### config.mk
export PLATFORM = sky130hd
export DESIGN_NAME = multdiv_unit_flat
export DESIGN_NICKNAME = d
export VERILOG_FILES = /design/src/rtl/multdiv_unit_if.sv /design/src/rtl/multdiv_unit.sv /design/src/flat_wrapper.sv
export SDC_FILE = /design/constraint.sdc
export NUM_CORES = 1
export LEC_CHECK = 0
export CAP_MARGIN = 20
export CORE_MARGIN = 8
export CORE_UTILIZATION = 60
export CTS_CLUSTER_SIZE = 14
export DETAILED_ROUTE_END_ITERATION = 8
export GPL_TIMING_DRIVEN = 0
export HOLD_SLACK_MARGIN = 0.06
export PLACE_DENSITY = 0.81
export SLEW_MARGIN = 20
export SYNTH_ARGS = -nofsm -noshare
export SYNTH_HDL_FRONTEND = slang
export SYNTH_SLANG_ARGS = --single-unit
### constraint.sdc
create_clock -name clock -period 10.4 [get_ports clock]
set_clock_uncertainty 0.1 [all_clocks]
set_input_delay 2.08 -clock clock [delete_from_list [all_inputs] [get_ports clock]]
set_output_delay 2.08 -clock clock [all_outputs]
set_load 0.05 [all_outputs]
### src/rtl/multdiv_unit_if.sv
// Execute <-> multdiv_unit handshake bundle: start pulses, operands, result and status.
interface multdiv_unit_if #(parameter int XLEN = 32);
  logic            ctrl_MULT;
  logic            ctrl_DIV;
  logic [XLEN-1:0] data_operandA;
  logic [XLEN-1:0] data_operandB;
  logic [XLEN-1:0] data_result;
  logic            data_exception;
  logic            data_resultRDY;
  logic            busy;

  modport master (
    output ctrl_MULT, ctrl_DIV, data_operandA, data_operandB,
    input  data_result, data_exception, data_resultRDY, busy
  );

  modport slave (
    input  ctrl_MULT, ctrl_DIV, data_operandA, data_operandB,
    output data_result, data_exception, data_resultRDY, busy
  );
endinterface

### src/rtl/multdiv_unit.sv
// Iterative signed XLEN-bit multiply/divide unit.
// Multiply: radix-2 shift-add over a 2*XLEN product, XLEN edges.
// Divide: restoring division on magnitudes, XLEN edges; divide-by-zero finishes in one.
// Build option MULTDIV_DIV_EN: when undefined the divider is left out and every
// divide request answers like a divide-by-zero (result 0, exception 1).
// A start sampled in any state (including mid-operation) restarts the unit.
module multdiv_unit #(
  parameter int XLEN = 32
) (
  input logic           clock,
  input logic           reset,
  multdiv_unit_if.slave bus
);
  localparam int CW = $clog2(XLEN) + 1;
  localparam logic [CW-1:0] LAST = CW'(XLEN - 1);

  typedef enum logic [1:0] {
    S_IDLE,
    S_MUL,
`ifdef MULTDIV_DIV_EN
    S_DIV,
`endif
    S_DONE
  } state_t;

  state_t            state_q;
  logic [CW-1:0]     cnt_q;
  logic [2*XLEN-1:0] mcand_q, prod_q, prod_d, addend;
  logic [XLEN-1:0]   mplier_q;
  logic [XLEN-1:0]   result_q;
  logic              exc_q, rdy_q, busy_q, dz_q;
  logic              last;
  logic [XLEN:0]     hi_bits;
  logic              mul_ovf;

  // Multiply step: add the shifted multiplicand for each set multiplier bit;
  // the top bit carries negative weight, so the last step subtracts.
  always_comb begin
    last    = (cnt_q == LAST);
    addend  = '0;
    if (mplier_q[0]) addend = last ? -mcand_q : mcand_q;
    prod_d  = prod_q + addend;
    hi_bits = prod_d[2*XLEN-1:XLEN-1];
    mul_ovf = (|hi_bits) & ~(&hi_bits);
  end

`ifdef MULTDIV_DIV_EN
  logic [XLEN-1:0] rem_q, quo_q, dvsr_q, rem_d, quo_d, qres;
  logic [XLEN:0]   r_sh, diff;
  logic            neg_q, ge, div_ovf;
  logic [XLEN-1:0] abs_a, abs_b;

  // Divide step: shift in the next dividend bit and subtract when it fits.
  // Remainder stays below the divisor, so the trial difference's sign bit
  // is the inverse of the quotient bit.
  always_comb begin
    abs_a   = bus.data_operandA[XLEN-1] ? -bus.data_operandA : bus.data_operandA;
    abs_b   = bus.data_operandB[XLEN-1] ? -bus.data_operandB : bus.data_operandB;
    r_sh    = {rem_q, quo_q[XLEN-1]};
    diff    = r_sh - {1'b0, dvsr_q};
    ge      = ~diff[XLEN];
    rem_d   = ge ? diff[XLEN-1:0] : r_sh[XLEN-1:0];
    quo_d   = {quo_q[XLEN-2:0], ge};
    qres    = neg_q ? -quo_d : quo_d;
    // A positive quotient with the top bit set only comes from MIN / -1.
    div_ovf = ~neg_q & quo_d[XLEN-1];
  end
`endif

  // Control FSM plus datapath registers; all outputs are registered.
  always_ff @(posedge clock or negedge reset) begin
    if (!reset) begin
      state_q  <= S_IDLE;
      cnt_q    <= '0;
      mcand_q  <= '0;
      mplier_q <= '0;
      prod_q   <= '0;
      dz_q     <= 1'b0;
      result_q <= '0;
      exc_q    <= 1'b0;
      rdy_q    <= 1'b0;
      busy_q   <= 1'b0;
`ifdef MULTDIV_DIV_EN
      rem_q    <= '0;
      quo_q    <= '0;
      dvsr_q   <= '0;
      neg_q    <= 1'b0;
`endif
    end else begin
      rdy_q <= 1'b0;
      if (bus.ctrl_MULT) begin
        state_q  <= S_MUL;
        cnt_q    <= '0;
        mcand_q  <= {{XLEN{bus.data_operandA[XLEN-1]}}, bus.data_operandA};
        mplier_q <= bus.data_operandB;
        prod_q   <= '0;
        dz_q     <= 1'b0;
        busy_q   <= 1'b1;
      end else if (bus.ctrl_DIV) begin
        cnt_q  <= '0;
        busy_q <= 1'b1;
`ifdef MULTDIV_DIV_EN
        state_q <= S_DIV;
        dvsr_q  <= abs_b;
        quo_q   <= abs_a;
        rem_q   <= '0;
        neg_q   <= bus.data_operandA[XLEN-1] ^ bus.data_operandB[XLEN-1];
        dz_q    <= (bus.data_operandB == '0);
`else
        // No divider: park in MUL with the zero flag so DONE follows next edge.
        state_q <= S_MUL;
        dz_q    <= 1'b1;
`endif
      end else begin
        case (state_q)
          S_MUL: begin
            if (dz_q) begin
              state_q  <= S_DONE;
              result_q <= '0;
              exc_q    <= 1'b1;
              rdy_q    <= 1'b1;
            end else begin
              prod_q   <= prod_d;
              mcand_q  <= mcand_q << 1;
              mplier_q <= mplier_q >> 1;
              cnt_q    <= cnt_q + CW'(1);
              if (last) begin
                state_q  <= S_DONE;
                result_q <= prod_d[XLEN-1:0];
                exc_q    <= mul_ovf;
                rdy_q    <= 1'b1;
              end
            end
          end
`ifdef MULTDIV_DIV_EN
          S_DIV: begin
            if (dz_q) begin
              state_q  <= S_DONE;
              result_q <= '0;
              exc_q    <= 1'b1;
              rdy_q    <= 1'b1;
            end else begin
              rem_q <= rem_d;
              quo_q <= quo_d;
              cnt_q <= cnt_q + CW'(1);
              if (last) begin
                state_q  <= S_DONE;
                result_q <= qres;
                exc_q    <= div_ovf;
                rdy_q    <= 1'b1;
              end
            end
          end
`endif
          S_DONE: begin
            state_q <= S_IDLE;
            busy_q  <= 1'b0;
          end
          default: state_q <= S_IDLE;
        endcase
      end
    end
  end

  assign bus.data_result    = result_q;
  assign bus.data_exception = exc_q;
  assign bus.data_resultRDY = rdy_q;
  assign bus.busy           = busy_q;
endmodule
### src/flat_wrapper.sv
// flat-port wrapper written by rule: the top's interface ports become plain ports
module multdiv_unit_flat 
#(
  parameter int XLEN = 32
)
  (clock, reset, bus_ctrl_MULT, bus_ctrl_DIV, bus_data_operandA, bus_data_operandB, bus_data_result, bus_data_exception, bus_data_resultRDY, bus_busy);
  multdiv_unit_if #(.XLEN(XLEN)) bus_i ();
  input logic clock;
  input logic reset;
  input wire logic [$bits(bus_i.ctrl_MULT)-1:0] bus_ctrl_MULT;
  input wire logic [$bits(bus_i.ctrl_DIV)-1:0] bus_ctrl_DIV;
  input wire logic [$bits(bus_i.data_operandA)-1:0] bus_data_operandA;
  input wire logic [$bits(bus_i.data_operandB)-1:0] bus_data_operandB;
  output wire logic [$bits(bus_i.data_result)-1:0] bus_data_result;
  output wire logic [$bits(bus_i.data_exception)-1:0] bus_data_exception;
  output wire logic [$bits(bus_i.data_resultRDY)-1:0] bus_data_resultRDY;
  output wire logic [$bits(bus_i.busy)-1:0] bus_busy;
  assign bus_i.ctrl_MULT = bus_ctrl_MULT;
  assign bus_i.ctrl_DIV = bus_ctrl_DIV;
  assign bus_i.data_operandA = bus_data_operandA;
  assign bus_i.data_operandB = bus_data_operandB;
  assign bus_data_result = bus_i.data_result;
  assign bus_data_exception = bus_i.data_exception;
  assign bus_data_resultRDY = bus_i.data_resultRDY;
  assign bus_busy = bus_i.busy;
  multdiv_unit #(.XLEN(XLEN)) u_core (.clock(clock), .reset(reset), .bus(bus_i));
endmodule
==> results.yml, run 1 <==
route:
  post-route-drc-count: 0
  wirelength_um: 48200
  vias: 14390
  viasPerCell: 6.57
  drt_iter0_drc: 1617
  drtPass1Iterations: 6
  drt-wirelength-per-cell_um: 22.0
  antenna_left: 0
global_route:
  grt_usage_pct: 33.1
  first_global_vias: 13982
  grt_pass1_wl_um: 75700
  grt_max_degree: 104
  antenna_found_initial: 1
  grt.overflow.total: 0
worst_hold_path:
  min_from: "u_core.bus.data_result[2]"
  worstHoldEndpoint: "u_core.bus.data_result[2]"
  holdPathStages: 2
  hp-class: "flip-flop to flip-flop"
synthesis:
  synthCells: 1725
  yosys_warnings: 0
  ys_seq_area_share_pct: 36.1
  synth_edf_count: 0
  ys_ff_latch: 204
  synthesis.nets: 1859
  yosysUniqueCellTypes: 68
  syn_area_sq_um: 14100
  async_reset_ff_share_pct: 100
  synth.avg_cell_area_sq_um: 8.20
  synth_flop_cell: "dfrtp_1"
place:
  place_area_sq_um: 15600
  place_ws_ns: 3.21
  gp_congestion: 1.02
  port_buffers: 101
  dp_hpwl_um: 37500
sta:
  max_slew_margin_pct: 25.3
  fin_ws_ns: 2.96
  hold_viol: 0
  worst_pin_slew_ns: 1.11
  min_period_over_period_pct: 71.6
  setup_tns_ns: 0
  period_minus_slack_ns: 7.44
  hold_ws_ns: 0.376
  slew_violations: 0
  finalSetupViolCount: 0
  rsz0062_at_grt: "no"
  fmaxAchievable_ghz: 0.134
clock_tree:
  cts.sinks: 204
  clock_latency_ns: 0.55
  numCtsBuffers: 23
  cts_tree: "built"
  clockRootBuffer: "clkbuf_16"
  clock_tree.buffer_depth: 3
  postCtsResizedCells: 0
  clkTransAtPathRegs_ns: 0.06
  cts_setup_buffers: 0
  htreeDepth: 1
  ctsHoldBuffers: 0
worst_setup_path:
  setup.worst_path.class: "flip-flop to flip-flop"
  crit_fanout: 8
  end_kind: "flip-flop"
  crit_start: "u_core.mcand_q[2]"
  worst_r2r_path_depth: 23
  worstPathRequired_ns: 10.72
  reg2reg_to: "u_core.bus.data_exception"
  reg2reg_slack_ns: 2.96
  crit_arrival_ns: 7.76
  worstReg2RegStart: "u_core.mcand_q[2]"
  start_kind: "flip-flop"
final_layout:
  final_area_sq_um: 16400
  final_nets: 1987
  areaGrowthSynthToFinish_pct: 16.3
  drive_above_1_share_pct: 3.32
  diodes: 0
floorplan:
  rows: 56
  pin_count: 103
  die_w_um: 170
  dieArea_sq_um: 28700
  fp.coreArea_sq_um: 23300
  die-height_um: 170
  start_util_pct: 60.6
outcome:
  status: "complete, no violations"
job:
  drv_cap: 0
power:
  power_density_nw_per_um2: 150
  peakVddDrop_mv: 0.138
  p_leak_nw: 7.13
  power.total_mw: 2.46
[cell type report]
| cell class | count | area [sq um] |
|---|---|---|
| buffer | 101 | 379 |
| clock buffer | 29 | 638 |
| clock inverter | 13 | 191 |
| fill | 1928 | 6890 |
| inverter | 21 | 78.8 |
| multi-input combinational | 1399 | 8580 |
| sequential | 204 | 5100 |
| tap | 319 | 399 |
| timing repair buffer | 103 | 1070 |
[metal layers]
layer	global-route usage, %	part of all wire, %	vias to the layer above	wire length [um]
met5	0	0.027	-	13
met4	12.8	4.0	2	1940
met3	6.54	10	132	4820
met2	51.1	44	757	21000
met1	45.3	42	6867	20400
li1	-	-	6632	-
[worst max-delay path by stage]
stage and end:
6_report u_core.bus.data_exception, 5_1_grt u_core.bus.data_exception, 4_1_cts u_core.bus.data_exception, 3_5_place_dp u_core.bus.data_exception, 3_3_place_gp u_core.mcand_q[53], 2_1_floorplan u_core.bus.data_exception
[where the power goes]
| group | internal [mW] | total [mW] | leakage [nW] | switching, mW |
|---|---|---|---|---|
| Clock | 0.539 | 0.897 | 0.401 | 0.358 |
| Combinational | 0.217 | 0.618 | 4.11 | 0.401 |
| Sequential | 0.870 | 0.950 | 2.61 | 0.0803 |
| Total | 1.63 | 2.46 | 7.13 | 0.839 |
[sequential cells by signal (all words and copies together) (netlist names)]
| signal | count |
|---|---|
| u_core.bus.busy | 1 |
| u_core.cnt_q | 6 |
| u_core.mcand_q | 64 |
| u_core.bus.data_result | 32 |
| u_core.bus.data_exception | 1 |
| u_core.bus.data_resultRDY | 1 |
| u_core.state_q | 2 |
| u_core.dz_q | 1 |
| u_core.prod_q | 64 |
| u_core.mplier_q | 32 |
[cell families (layout without fill, tap and decap cells)]
family | Yosys count | after routing | share of synthesized area [%]
XOR/XNOR | 103 | 103 | 6.38
AND/OR/NAND/NOR | 703 | 703 | 23.1
adder cells (fa/ha/maj) | 66 | 66 | 5.89
multiplexers | 19 | 19 | 1.35
buffers and inverters | 122 | 267 | 3.24
AO/OA/AOI/OAI | 508 | 508 | 23.9
flip-flops | 204 | 204 | 36.1
[critical path, stage by stage (launching register included)]
cell	delay, ns
dfrtp_1	0.45
nor3_1	0.50
nand3b_1	0.20
nand2b_1	0.33
nor2_1	0.45
nand4_1	0.32
nor2_1	0.23
nand3_1	0.14
o41ai_1	0.33
xor2_1	0.19
nor2_1	0.12
ha_1	0.32
clkbuf_1	0.31
nand4_1	0.25
nor3_1	0.51
nand4_1	0.28
a2111oi_0	0.73
nor3_1	0.11
nand2_1	0.18
xor2_1	0.26
nand4_1	0.12
or4_1	0.56
nor4_2	0.24
nor3_1	0.07
[layout by cell type, fill, tap and decap left out, types with 10 or more instances in the layout]
master           instances
o21bai_1                10
nor4_1                  22
nand3_1                 25
clkbuf_1                94
nor3_1                  47
mux2i_1                 18
nand2_1                288
clkdlybuf4s50_1        100
clkbuf_16               23
o21ai_0                124
o31ai_1                 19
and3_1                  48
dfrtp_1                204
o211ai_1                14
o41ai_1                 11
a21o_1                  26
xnor2_1                 43
a31oi_1                 45
a221o_1                 44
or4_1                   11
nor2_1                 156
or3_1                   23
inv_1                   20
xor2_1                  60
a21oi_1                118
a22o_1                  33
ha_1                    65
nand4_1                 36
[per-stage QoR]
| step | cells | util, % |
|---|---|---|
| finish | 2189 | 70.5 |
| global route | 2189 | 70.5 |
| CTS | 2189 | 70.5 |
| detailed placement | 2147 | 66.9 |
| global placement | 2145 | 66.6 |
| floorplan | 1725 | - |
[cell usage after synthesis, types with 5 or more instances]
library cell / instances / share of area, %
nor2_1: 156 / 4.1
and2_1: 8 / 0.35
nor3_1: 48 / 1.7
a21o_1: 26 / 1.4
a41oi_1: 5 / 0.31
and3_1: 48 / 2.1
nand3_1: 25 / 0.88
o21a_1: 7 / 0.37
o21ai_0: 124 / 4.4
a221o_1: 44 / 3.1
nor2b_1: 6 / 0.27
xor2_1: 60 / 3.7
mux2i_1: 18 / 1.3
nand2b_1: 7 / 0.31
clkbuf_1: 92 / 2.4
a211oi_1: 9 / 0.48
inv_1: 20 / 0.53
nor4_1: 22 / 0.97
a22o_1: 33 / 2.0
nand2_1: 288 / 7.6
a31oi_1: 45 / 2.0
o21bai_1: 10 / 0.53
dfrtp_1: 204 / 36
ha_1: 65 / 5.8
nand4_1: 36 / 1.6
or4_1: 11 / 0.58
o31ai_1: 19 / 1.0
buf_1: 9 / 0.24
xnor2_1: 43 / 2.7
o41ai_1: 11 / 0.68
a21oi_1: 118 / 4.2
o211ai_1: 14 / 0.74
or3_1: 23 / 1.0
and4_1: 5 / 0.31
No activity file was read; power rests on OpenSTA's default activity.
==> run 2, diff against run 1 <==
clock period = 7.2 ns   (was 10.4 ns; I/O delays follow)
==> results.yml, run 2 (synthesis gave the netlist of run 1 again) <==
outcome:
  status: "complete, no violations"
final_layout:
  final_core_util_pct: 70.6
  areaGrowthSynthToFinish_pct: 16.5
  final_area_sq_um: 16500
  final_common_cell: "nand2_1"
  drive_above_1_share_pct: 3.64
  layout.cells.non_filler: 2190
  layout_common_cells: "nand2_1 (288), dfrtp_1 (204), nor2_1 (156)"
  reg.largest.list: "u_core.mcand_q: 64 flops, u_core.prod_q: 64 flops"
  final_nets: 1987
clock_tree:
  htreeDepth: 1
  clockRootBuffer: "clkbuf_16"
  clkTransAtPathRegs_ns: 0.07
  numCtsBuffers: 23
  cts_setup_buffers: 0
  cts_tree: "built"
  cts.sinks: 204
  clock_tree.buffer_depth: 3
  clock_latency_ns: 0.55
sta:
  fin_ws_ns: 0.102
  max_slew_margin_pct: 24.0
  finalSetupViolCount: 0
  rsz0062_at_grt: "no"
  fmaxAchievable_ghz: 0.141
  slew_violations: 0
  worst_pin_slew_ns: 1.13
  period_minus_slack_ns: 7.10
  hold_ws_ns: 0.376
  min_period_over_period_pct: 98.6
  setup_tns_ns: 0
  hold_viol: 0
power:
  peakVddDrop_mv: 0.199
  power.total_mw: 3.57
  power_density_nw_per_um2: 216
  p_leak_nw: 7.13
place:
  dp_hpwl_um: 37500
  port_buffers: 101
  place_area_sq_um: 15600
  dpl.cell_count: 2147
  place_ws_ns: 0.00906
  gp_congestion: 1.02
route:
  post-route-drc-count: 0
  dr_wl_met3_um: 4880
  antenna_left: 0
  viasPerCell: 6.62
  wl_met2_um: 21100
  drt-wirelength-per-cell_um: 22.1
  drt_iter0_drc: 1610
  drt-met1-wl_um: 20300
  drtPass1Iterations: 5
  topRoutingLayerUsed: "met5"
  wirelength_um: 48300
  vias: 14494
worst_setup_path:
  worstPathRequired_ns: 7.52
  cpPeakStageDelay_ns: 0.75
  crit_fanout: 10
  crit_chain: "ha_1 -> nand2_1 -> nor3_1 -> clkbuf_1 -> clkbuf_1 -> nand2_1 -> a21oi_1 -> ha_1 -> a211oi_1 -> o21ai_0 -> a41oi_1 -> nand3_1 -> a2111oi_1 -> o31ai_1 -> xor2_1 -> nand4_1 -> or4_1 -> nor4_2 -> nor3_1"
  end_kind: "flip-flop"
  start_kind: "flip-flop"
  cp_slowest_cell: "a2111oi_1"
  worst_r2r_path_depth: 19
  cp_top_family: "compound AO/OA/AOI/OAI gates"
  path_depth: 19
  setup.worst_path.class: "flip-flop to flip-flop"
  crit_arrival_ns: 7.42
  path_buf_inv: 2
global_route:
  grt_usage_pct: 33.1
  first_global_vias: 13984
  antenna_found_initial: 1
  grt_max_degree: 104
  grt.overflow.total: 0
  grt_pass1_wl_um: 75700
floorplan:
  start_util_pct: 60.6
  die_w_um: 170
  pin_count: 103
  rows: 56
  fp.coreArea_sq_um: 23300
  die-height_um: 170
  dieArea_sq_um: 28700
job:
  drv_cap: 0
worst_hold_path:
  hp-class: "flip-flop to flip-flop"
  holdPathStages: 2
==> run 2: path summary, 6_finish.rpt <==
kind	start	to	slack (ns)
max in group asynchronous	reset	u_core.mcand_q[49]	5.14
min reg2reg	u_core.bus.data_result[2]	u_core.bus.data_result[2]	0.38
max	u_core.cnt_q[0]	u_core.bus.data_exception	0.10
min	u_core.bus.data_result[2]	u_core.bus.data_result[2]	0.38
max reg2reg	u_core.cnt_q[0]	u_core.bus.data_exception	0.10
min in group asynchronous	reset	u_core.bus.data_result[16]	0.71
==> run 2: final cells by class <==
cell class / instances / area (sq um)
clock buffer: 29 / 638
timing repair buffer: 103 / 1070
tap: 319 / 399
antenna: 1 / 2.50
fill: 1930 / 6850
multi-input combinational: 1399 / 8610
buffer: 101 / 380
clock inverter: 13 / 191
inverter: 21 / 78.8
sequential: 204 / 5100
==> run 2: worst register-to-register path, cell delays in order (launching register included) <==
cell       delay [ns]
dfrtp_1          0.39
ha_1             0.21
nand2_1          0.08
nor3_1           0.35
clkbuf_1         0.55
clkbuf_1         0.62
nand2_1          0.15
a21oi_1          0.40
ha_1             0.33
a211oi_1         0.30
o21ai_0          0.24
a41oi_1          0.46
nand3_1          0.30
a2111oi_1        0.75
o31ai_1          0.18
xor2_1           0.47
nand4_1          0.19
or4_1            0.59
nor4_2           0.25
nor3_1           0.07
==> run 2: what timing repair did <==
item | 4_1_cts | 5_1_grt
hold buffers | 0 | 0
gates resized for setup | 1 | 8
setup endpoints to repair | 1 | 1
hold endpoints to repair | 0 | 0
==> run 2: where the power goes <==
group,switching [mW],internal (mW),total [mW]
registers,0.117,1.26,1.37
logic,0.580,0.314,0.894
clock network,0.520,0.778,1.30
total,1.22,2.35,3.57
==> run 2: metal layers <==
metal	GRT usage, %	vias up
li1	-	6621
met4	12.8	2
met2	51.1	812
met3	6.54	146
met5	0	-
met1	45.3	6913
==> run 3, diff against run 2 <==
RECOVER_POWER = 25   (was not set)
==> results.yml, run 3 (synthesis gave the netlist of run 1 again) <==
outcome:
  status: "finished with violations"
  violations: "capacitance limit, slew limit"
floorplan:
  start_util_pct: 60.6
  pin_count: 103
  rows: 56
  die-height_um: 170
  fp.coreArea_sq_um: 23300
  die_w_um: 170
  dieArea_sq_um: 28700
power:
  power.total_mw: 3.56
  power_density_nw_per_um2: 217
  peakVddDrop_mv: 0.200
  p_leak_nw: 7.11
sta:
  rsz0062_at_grt: "no"
  slew_violations: 105
  hold_viol: 0
  finalSetupViolCount: 0
  period_minus_slack_ns: 6.98
  worst_pin_slew_ns: 2.91
  fmaxAchievable_ghz: 0.143
  min_period_over_period_pct: 97.0
  max_slew_margin_pct: -93.8
  setup_tns_ns: 0
worst_setup_path:
  worstReg2RegStart: "u_core.cnt_q[0]"
  worstPathRequired_ns: 7.52
  start_kind: "flip-flop"
  setup.worst_path.class: "flip-flop to flip-flop"
  end_kind: "flip-flop"
  worst_r2r_path_depth: 19
  reg2reg_slack_ns: 0.22
  crit_start: "u_core.cnt_q[0]"
  cp-endpoint: "u_core.bus.data_exception"
  crit_arrival_ns: 7.30
  crit_fanout: 10
  reg2reg_to: "u_core.bus.data_exception"
final_layout:
  final_nets: 1987
  final_core_util_pct: 70.4
  layout_common_cells: "nand2_1 (288), dfrtp_1 (204), nor2_1 (156)"
  final_common_cell: "nand2_1"
  drive_above_1_share_pct: 3.53
  reg.largest.list: "u_core.mcand_q: 64 flops, u_core.prod_q: 64 flops"
  areaGrowthSynthToFinish_pct: 16.2
place:
  gp_congestion: 1.02
  dp_hpwl_um: 37500
  port_buffers: 101
global_route:
  first_global_vias: 13984
  grt.overflow.total: 0
  grt_pass1_wl_um: 75700
  grt_usage_pct: 33.1
  grt_max_degree: 104
  antenna_found_initial: 1
clock_tree:
  clkTransAtPathRegs_ns: 0.06
  clock_tree.buffer_depth: 3
  htreeDepth: 1
  ctsHoldBuffers: 0
  cts.sinks: 204
  clockRootBuffer: "clkbuf_16"
  clock_latency_ns: 0.54
  numCtsBuffers: 23
  cts_tree: "built"
route:
  viasPerCell: 6.61
  wirelength_um: 48200
  drt_iter0_drc: 1581
  post-route-drc-count: 0
  drt-wirelength-per-cell_um: 22.0
  drtPass1Iterations: 7
  vias: 14480
  antenna_left: 0
worst_hold_path:
  hp-class: "flip-flop to flip-flop"
job:
  drv_cap: 2
[run 3: cell types whose count changed in the layout (fill, tap and decap cells not counted), sizes merged]
cell | before | now
clkbuf | 121 | 123
clkdlybuf4s50 | 100 | 99
buf | 12 | 10
dlygate4sd3 | 0 | 1
[run 3: worst min-delay path by stage]
stage,from,end,slack [ns],cells after the start
4_1_cts,u_core.bus.data_result[14],u_core.bus.data_result[14],0.38,2
3_3_place_gp,u_core.bus.data_result[3],u_core.bus.data_result[3],0.36,2
5_1_grt,u_core.bus.data_result[14],u_core.bus.data_result[14],0.40,2
3_5_place_dp,u_core.bus.data_result[14],u_core.bus.data_result[14],0.37,2
6_report,u_core.bus.data_result[2],u_core.bus.data_result[2],0.38,2
2_1_floorplan,u_core.prod_q[16],u_core.prod_q[16],0.35,2
[run 3: stage by stage]
| step | setup slack, ns | cell area, sq um | hold WS, ns | std cells |
|---|---|---|---|---|
| 2_1_floorplan | 1.99 | 14100 | 0.350 | 1725 |
| 3_3_place_gp | -3.83 | 15500 | 0.360 | 2145 |
| 3_5_place_dp | 0.00906 | 15600 | 0.367 | 2147 |
| 4_1_cts | 0.116 | 16400 | 0.379 | 2189 |
| 5_1_grt | 0.00604 | 16400 | 0.400 | 2189 |
| 6_report | 0.218 | 16400 | 0.376 | 2190 |
[run 3: area by class of cell]
type	instances	area, sq um
Tap cell	319	399
Multi-Input combinational cell	1399	8610
Clock buffer	29	638
Antenna cell	1	2.50
Fill cell	1938	6900
Timing Repair Buffer	103	1020
Buffer	101	380
Sequential cell	204	5100
Inverter	21	78.8
Clock inverter	13	191
[run 3: metal layers]
metal	share of wire [%]	track usage (%)	vias up
met1	42	45.3	6878
met3	10	6.54	141
met2	44	51.1	828
met5	0.027	0	-
li1	-	-	6631
met4	4.2	12.8	2
[run 3: worst max-delay path, cell delays in order, from the launching register on]
cell       delay (ns)
dfrtp_1          0.40
ha_1             0.21
nand2_1          0.08
nor3_1           0.35
clkbuf_1         0.54
clkbuf_1         0.59
nand2_1          0.16
a21oi_1          0.36
ha_1             0.32
a211oi_1         0.30
o21ai_0          0.23
a41oi_1          0.45
nand3_1          0.30
a2111oi_1        0.74
o31ai_1          0.18
xor2_1           0.45
nand4_1          0.20
or4_1            0.59
nor4_2           0.24
nor3_1           0.07
[run 3: timing repair]
action                                  in CTS  in global routing
buffers inserted                             0                  0
resized for setup                            1                  8
endpoints found under the hold margin        0                  0
endpoints found under the setup margin       1                  1
pin swaps                                    0                  0
[run 3: where the power goes]
| part | total, mW | internal, mW | switching [mW] |
|---|---|---|---|
| clock | 1.29 | 0.778 | 0.517 |
| combinational | 0.891 | 0.311 | 0.580 |
| sequential | 1.37 | 1.26 | 0.116 |
| total | 3.56 | 2.35 | 1.21 |
